==> src/rtl/branch_feedback_unit.sv <==
// branch_feedback_unit
// Closes the branch-prediction loop between EX and the PC stage. ID pushes
// the fetch-time prediction of every control-transfer instruction into an
// in-order queue; when EX resolves the oldest branch, the entry is popped,
// compared against the real outcome, and a registered one-cycle training /
// redirect pulse is driven towards the GHR/PHT/BTB and next-PC mux.
//
// Optional feature macro: BRANCH_STAT_EN
//   defined   -> saturating 32-bit resolved-branch and misprediction counters
//   undefined -> stat_branch_cnt / stat_miss_cnt tied to 0, no counter logic
module branch_feedback_unit #(
    parameter int ADDR_WIDTH = 32,
    parameter int GHR_WIDTH  = 10,
    parameter int DEPTH      = 8
) (
    input  logic                          clk,
    input  logic                          rst,
    input  logic                          flush,
    input  logic                          push_valid,
    output logic                          push_ready,
    input  logic [ADDR_WIDTH-1:0]         push_pc,
    input  logic                          push_pred_taken,
    input  logic [ADDR_WIDTH-1:0]         push_pred_target,
    input  logic [GHR_WIDTH-1:0]          push_pht_index,
    input  logic                          res_valid,
    output logic                          res_ready,
    input  logic                          res_taken,
    input  logic                          res_is_jump,
    input  logic [ADDR_WIDTH-1:0]         res_target,
    output logic                          is_branch_out,
    output logic                          is_jump_out,
    output logic                          is_taken_out,
    output logic                          is_miss_out,
    output logic [GHR_WIDTH-1:0]          last_pht_index_out,
    output logic [ADDR_WIDTH-1:0]         inst_pc_out,
    output logic [ADDR_WIDTH-1:0]         target_out,
    output logic [$clog2(DEPTH):0]        count_out,
    output logic [31:0]                   stat_branch_cnt,
    output logic [31:0]                   stat_miss_cnt
);

    localparam int PW = $clog2(DEPTH);
    localparam int CW = PW + 1;
    localparam logic [CW-1:0] FULL_COUNT = CW'(DEPTH);

    // Prediction storage, one slot per in-flight control-transfer instruction
    logic [ADDR_WIDTH-1:0] pc_mem      [DEPTH];
    logic                  taken_mem   [DEPTH];
    logic [ADDR_WIDTH-1:0] target_mem  [DEPTH];
    logic [GHR_WIDTH-1:0]  index_mem   [DEPTH];

    logic [PW-1:0] wr_ptr;
    logic [PW-1:0] rd_ptr;
    logic [CW-1:0] count;

    logic                  push_fire;
    logic                  pop_fire;
    logic                  pulse_fire;
    logic [ADDR_WIDTH-1:0] head_pc;
    logic                  head_pred_taken;
    logic [ADDR_WIDTH-1:0] head_pred_target;
    logic [GHR_WIDTH-1:0]  head_index;
    logic                  pop_miss;
    logic [ADDR_WIDTH-1:0] pop_target;

    // Handshake readiness depends only on stored occupancy, never on the
    // same-cycle activity of the other side
    assign push_ready = (count != FULL_COUNT);
    assign res_ready  = (count != '0);
    assign count_out  = count;

    assign push_fire  = push_valid && push_ready;
    assign pop_fire   = res_valid && res_ready;
    assign pulse_fire = pop_fire && !flush;

    assign head_pc          = pc_mem[rd_ptr];
    assign head_pred_taken  = taken_mem[rd_ptr];
    assign head_pred_target = target_mem[rd_ptr];
    assign head_index       = index_mem[rd_ptr];

    // Compare the oldest prediction with the resolved outcome and pick the
    // redirect target (fall-through PC when a predicted-taken branch falls through)
    always_comb begin
        pop_miss   = (head_pred_taken != res_taken) ||
                     (head_pred_taken && res_taken && (head_pred_target != res_target));
        pop_target = res_target;
        if (pop_miss && !res_taken) begin
            pop_target = head_pc + ADDR_WIDTH'(4);
        end
    end

    // Capture the pushed prediction; a dropped push writes a slot that the
    // pointer never advances over, so it is simply overwritten later
    always_ff @(posedge clk) begin
        if (push_fire) begin
            pc_mem[wr_ptr]     <= push_pc;
            taken_mem[wr_ptr]  <= push_pred_taken;
            target_mem[wr_ptr] <= push_pred_target;
            index_mem[wr_ptr]  <= push_pht_index;
        end
    end

    // Pointer and occupancy bookkeeping; flush or a miss discards every
    // queued entry and any same-cycle push
    always_ff @(posedge clk) begin
        if (!rst) begin
            wr_ptr <= '0;
            rd_ptr <= '0;
            count  <= '0;
        end else if (flush || (pop_fire && pop_miss)) begin
            wr_ptr <= '0;
            rd_ptr <= '0;
            count  <= '0;
        end else begin
            if (push_fire) begin
                wr_ptr <= wr_ptr + PW'(1);
            end
            if (pop_fire) begin
                rd_ptr <= rd_ptr + PW'(1);
            end
            unique case ({push_fire, pop_fire})
                2'b10:   count <= count + CW'(1);
                2'b01:   count <= count - CW'(1);
                default: count <= count;
            endcase
        end
    end

    // Registered training/redirect pulse, one cycle per non-flushed pop;
    // the data fields hold their last value between pulses
    always_ff @(posedge clk) begin
        if (!rst) begin
            is_branch_out      <= 1'b0;
            is_jump_out        <= 1'b0;
            is_taken_out       <= 1'b0;
            is_miss_out        <= 1'b0;
            last_pht_index_out <= '0;
            inst_pc_out        <= '0;
            target_out         <= '0;
        end else begin
            is_branch_out <= pulse_fire;
            is_jump_out   <= pulse_fire && res_is_jump;
            is_taken_out  <= pulse_fire && res_taken;
            is_miss_out   <= pulse_fire && pop_miss;
            if (pulse_fire) begin
                last_pht_index_out <= head_index;
                inst_pc_out        <= head_pc;
                target_out         <= pop_target;
            end
        end
    end

`ifdef BRANCH_STAT_EN
    logic [31:0] branch_cnt;
    logic [31:0] miss_cnt;

    // Saturating performance counters; they survive flush and clear on reset
    always_ff @(posedge clk) begin
        if (!rst) begin
            branch_cnt <= '0;
            miss_cnt   <= '0;
        end else begin
            if (pulse_fire && (branch_cnt != 32'hFFFF_FFFF)) begin
                branch_cnt <= branch_cnt + 32'd1;
            end
            if (pulse_fire && pop_miss && (miss_cnt != 32'hFFFF_FFFF)) begin
                miss_cnt <= miss_cnt + 32'd1;
            end
        end
    end

    assign stat_branch_cnt = branch_cnt;
    assign stat_miss_cnt   = miss_cnt;
`else
    assign stat_branch_cnt = 32'd0;
    assign stat_miss_cnt   = 32'd0;
`endif

endmodule

==> config.mk <==
export PLATFORM = sky130hd
export DESIGN_NAME = branch_feedback_unit
export DESIGN_NICKNAME = d
export VERILOG_FILES = /design/src/rtl/branch_feedback_unit.sv
export SDC_FILE = /design/constraint.sdc
export NUM_CORES = 1
export LEC_CHECK = 0
export CAP_MARGIN = 40
export CORE_ASPECT_RATIO = 2
export CORE_UTILIZATION = 28
export DETAILED_ROUTE_END_ITERATION = 8
export GPL_TIMING_DRIVEN = 0
export MAX_ROUTING_LAYER = met4
export PLACE_DENSITY_LB_ADDON = 0.05
export SYNTH_ARGS = -nofsm -noshare
export SYNTH_HDL_FRONTEND = slang
export SYNTH_SLANG_ARGS = --single-unit
==> constraint.sdc <==
create_clock -name clk -period 10.6 [get_ports clk]
set_input_delay 2.12 -clock clk [delete_from_list [all_inputs] [get_ports clk]]
set_output_delay 2.12 -clock clk [all_outputs]
set_load 0.01 [all_outputs]
# Word-level counts from Yosys, hierarchy flattened
# Memories as Yosys holds them, arrays and structs flattened. A register that Yosys moved wholly into a read port is not among the register bits.
# Cells that the tools add are included.
# totals
ff_bits,78
ram_bits,600
input_bits,114
output_inout_bits,148
wordCells,52
n_memories,4
# mem_list
name,words,width,rd,rd_clocked_by_memory_dff,wr,line_no,text
pc_mem,8,32,1,1,1,47,logic [ADDR_WIDTH-1:0] pc_mem [DEPTH];
target_mem,8,32,1,1,1,49,logic [ADDR_WIDTH-1:0] target_mem [DEPTH];
index_mem,8,10,1,1,1,50,logic [GHR_WIDTH-1:0] index_mem [DEPTH];
taken_mem,8,1,1,1,1,48,logic taken_mem [DEPTH];
# classes
addsub,5
eq_ne,5
mux,10
n_bitwise,1
n_reduce_logical,18
# op_table
op,n
32-bit by 3-bit adder with 32-bit output (second input constant),1
32-bit two-way mux,1
32-bit != test,1
3-bit two-way mux,6
1-bit logical AND,10
4-bit case mux with 2 select lines,1
3-bit by 1-bit adder with 3-bit output (second input constant),2
4-bit by 1-bit adder with 4-bit output (second input constant),1
4-bit != test (second input constant),1
4-bit nonzero test,1
4-bit by 1-bit subtractor with 4-bit output (second input constant),1
1-bit zero test,3
2-bit by 1-bit equality test with 1-bit output (second input constant),1
2-bit equality test (second input constant),1
1-bit logical OR,2
1-bit two-way mux,2
2-bit nonzero test,1
2-bit OR reduction,1
1-bit != test,1
1-bit inverter,1

# Longest topological paths before layout
# depth
depth_word,7
mapped_depth,17
depth_no_buf,12

# Least setup slack after synthesis
# OpenSTA, ideal clock, no wires.
# synth_timing
kind,input -> register
from,in push_valid
to,"mem index_mem[0][0], enable pin"
setup_time_ns,0.693
t_arrival_ns,9.367
required_ns,9.907
path_slack_ns,0.540
cell_stages,2
path_buffers,0
path_cell_list,nand2_1 > nor4_1
# synth_between
elab_chain_len,3
# synth_rtl
item,line_no,text
from (decl),19,"input logic push_valid,"
1-bit logical AND,72,assign push_fire = push_valid && push_ready;
1-bit two-way mux,95,if (push_fire) begin
1-bit two-way mux (implied by the code),99,index_mem[wr_ptr] <= push_pht_index;
to (decl),50,
# Every way passes these cells.

==> impl_metrics.json <==
{
  "setup_viol_count_final": 0,
  "relSlewSlack": 0.391,
  "numCtsBuffers": 67,
  "multi_input_area_um2": 7160,
  "crit_type": "reg -> reg",
  "finalInstanceArea_um2": 34900,
  "path_clk_slew_ps": 70,
  "syn2layout_area_growth_pct": 25.8,
  "p_leak_nw": 11.1,
  "track_usage": 0.184,
  "grt-ovfl-total": 0,
  "startpoint_type": "register",
  "gp_congestion": 0.766,
  "start_util": 0.284,
  "ios": 262,
  "synthFlopType": "edfxtp_1",
  "final_common_cell": "edfxtp_1",
  "final_max_slew_viol_count": 0,
  "hold_class": "reg -> reg",
  "power_density_nw_per_um2": 172,
  "finalWirelength_um": 88400,
  "final_cell_mix": "600 x edfxtp_1, 197 x clkdlybuf4s50_1, 141 x mux2i_1, 122 x buf_4, 91 x dfxtp_1",
  "dp_hpwl_um": 66000,
  "drt-vias-per-instance": 4.63,
  "seq_area_um2": 19800,
  "placed_cells": 3210,
  "syn_area_per_cell_um2": 18.0,
  "pwr-share-comb": 0.086,
  "r2r_cells": 17,
  "cts_tree": "yes",
  "numClockSinks": 691,
  "worstHoldPathCells": 2,
  "switching_share": 0.231,
  "vdd.ir_drop.worst_v": 0.0000942,
  "cts_buffer_depth": 3,
  "timing.fmax_mhz": 183,
  "syn_inst": 1540,
  "grt_pass1_wl_um": 124000,
  "crit_fanout": 10,
  "ys_seq_area_frac": 0.716,
  "ys_warn_count": 0,
  "worst_pin_slew_ps": 889,
  "ys_seq_elements": 691,
  "cts-resized-gates": 0,
  "rsz0062_at_grt": "false",
  "vias": 15500,
  "wl_per_cell_um": 26.5,
  "synth_edf_count": 600,
  "ys_async_sr_fraction": 0,
  "p_int_w": 0.00460,
  "fin_crit_ps": 5470,
  "die_w_um": 224,
  "p_switching_w": 0.00138,
  "fin_crit_sh": 0.516,
  "drc": 0,
  "hold_viol": 0,
  "synth_area_um2": 27700,
  "fin_nets": 2090,
  "coreArea_um2": 97700,
  "outcome": "finished clean",
  "cts_hold_repair.buffers": 0,
  "die_h_um": 447,
  "place_area_um2": 32700,
  "grt_max_degree": 20,
  "grt_pass1_vias": 16200,
  "htreeDepth": 3,
  "first_pass_iters": 5,
  "cp.arrival_ps": 6030,
  "worstPathRequired_ps": 11160,
  "drive_gt1_frac": 0.200,
  "ant_nets": 0,
  "synth_top_area_share": 0.650,
  "layout_setup_ws_ps": 5130,
  "synth_area_leaders": "edfxtp_1 65%, mux4_2 7.2%, dfxtp_1 6.6%",
  "cts_setup_buffers": 0,
  "antenna_found_initial": 10,
  "seqPwrFrac": 0.513,
  "port_buffers": 197,
  "row_count": 162,
  "pwr-share-clk": 0.400,
  "yosysUniqueCellTypes": 58,
  "clk_latency_ps": 640,
  "nFillCells": 9443,
  "fin_worst_skew_ps": 23.8,
  "dp_slack_ps": 5000,
  "drv_cap": 0,
  "yosysTopAreaCell": "edfxtp_1",
  "fp.dieArea_um2": 100000,
  "endpoint_kind": "register",
  "fin_cells": 3340,
  "initialDrtViolationCount": 1050,
  "root_buffer": "clkbuf_16"
}
==> power by group through the flow <==
stage | combinational, W | clock, W | sequential (W)
floorplan | 0.000232 | 0 | 0.00313
global placement | 0.000493 | 0 | 0.00316
detailed placement | 0.000527 | 0 | 0.00313
CTS | 0.000529 | 0.00248 | 0.00307
global route | 0.000559 | 0.00257 | 0.00307
finish | 0.000517 | 0.00239 | 0.00307
==> cell type report <==
| type | count | share of cell area |
|---|---|---|
| repair buffers | 295 | 0.0884 |
| clock buffers | 85 | 0.0521 |
| inverters | 8 | 0.000861 |
| well taps | 1312 | 0.0471 |
| plain buffers | 146 | 0.0278 |
| flip-flops and latches | 691 | 0.569 |
| clock inverters | 34 | 0.00861 |
| multi-input cells | 758 | 0.205 |
| diodes | 11 | 0.000789 |
==> critical path, cell delays in order (launching register included) <==
cell      delay (ps)
dfxtp_1          330
buf_2            270
buf_2            380
buf_4            330
buf_2            350
buf_1            410
buf_8            220
clkbuf_1         300
buf_6            230
mux4_2           200
mux2_2           170
ha_1             150
buf_1            540
and2_0           210
clkbuf_1         350
clkbuf_1         560
nand2_1          190
a21oi_1          170
==> sequential cells by signal, summed over array words and instances (netlist names), named ones only <==
name,count
is_branch_out,1
is_taken_out,1
pc_mem,256
is_jump_out,1
target_out,32
index_mem,80
wr_ptr,3
taken_mem,8
is_miss_out,1
target_mem,256
last_pht_index_out,10
count_out,4
inst_pc_out,32
rd_ptr,3
==> worst paths after layout <==
check	from	to	slack (ps)
setup / recovery	register	target_out[9]$_SDFFE_PN0P_	5130
hold / removal	target_out[1]$_SDFFE_PN0P_	target_out[1]$_SDFFE_PN0P_	460
setup reg to reg	register	target_out[9]$_SDFFE_PN0P_	5130
hold reg to reg	target_out[1]$_SDFFE_PN0P_	target_out[1]$_SDFFE_PN0P_	460
==> cell families (layout without fill, tap and decap cells) <==
family | after synthesis | count (layout) | share of synthesized area
xor gates and xnor gates | 47 | 47 | 0.0149
muxes | 257 | 257 | 0.147
AOI/OAI and AO/OA | 170 | 170 | 0.0446
other | 1 | 75 | 0.000135
adders and majority gates | 9 | 9 | 0.00433
and+or+nand+nor | 211 | 211 | 0.0375
DFF | 691 | 691 | 0.716
buffers and inverters | 154 | 568 | 0.0361
==> cells in the mapped netlist (3+ instances only) <==
cell      instances
a22o_1            5
o22a_1            5
a22oi_1          34
mux2i_1         141
o21ai_0          14
nand4_1           6
nor4_1            5
nand3_1          13
inv_1             7
clkbuf_1         37
mux4_2           89
or3_1             3
a21o_1            6
buf_1             8
mux2_2            4
a21oi_1          31
nor2_1           83
nor2b_1           3
xnor2_1          28
o211ai_1          3
buf_6             7
a221oi_1         12
buf_4            75
nand3b_1          7
ha_1              8
xor2_1           19
edfxtp_1        600
mux4_1           23
buf_2            13
nor3_1           18
dfxtp_1          91
and2_1            3
nand2_1          31
and3_1           12
nand2b_1          8
buf_12            4
a211oi_1         50
nor3b_1          10
==> per-stage QoR <==
| step | total power, W | hold WS, ps | TNS [ps] | utilization |
|---|---|---|---|---|
| finish | 0.00598 | 455 | 0 | 0.357 |
| global route | 0.00620 | 487 | 0 | 0.357 |
| CTS | 0.00608 | 459 | 0 | 0.357 |
| detailed placement | 0.00366 | 449 | 0 | 0.335 |
| global placement | 0.00365 | 447 | -2794180 | 0.323 |
| floorplan | 0.00337 | 476 | 0 | - |
==> metal layers <==
metal / track usage / wire length, um / vias to the layer above
met5: - / 0 / -
met4: 0.0525 / 2040 / 0
met3: 0.0348 / 4420 / 88
met2: 0.322 / 46200 / 435
met1: 0.213 / 35800 / 8048
li1: - / - / 6884
Power figures use the tool's default switching activity.
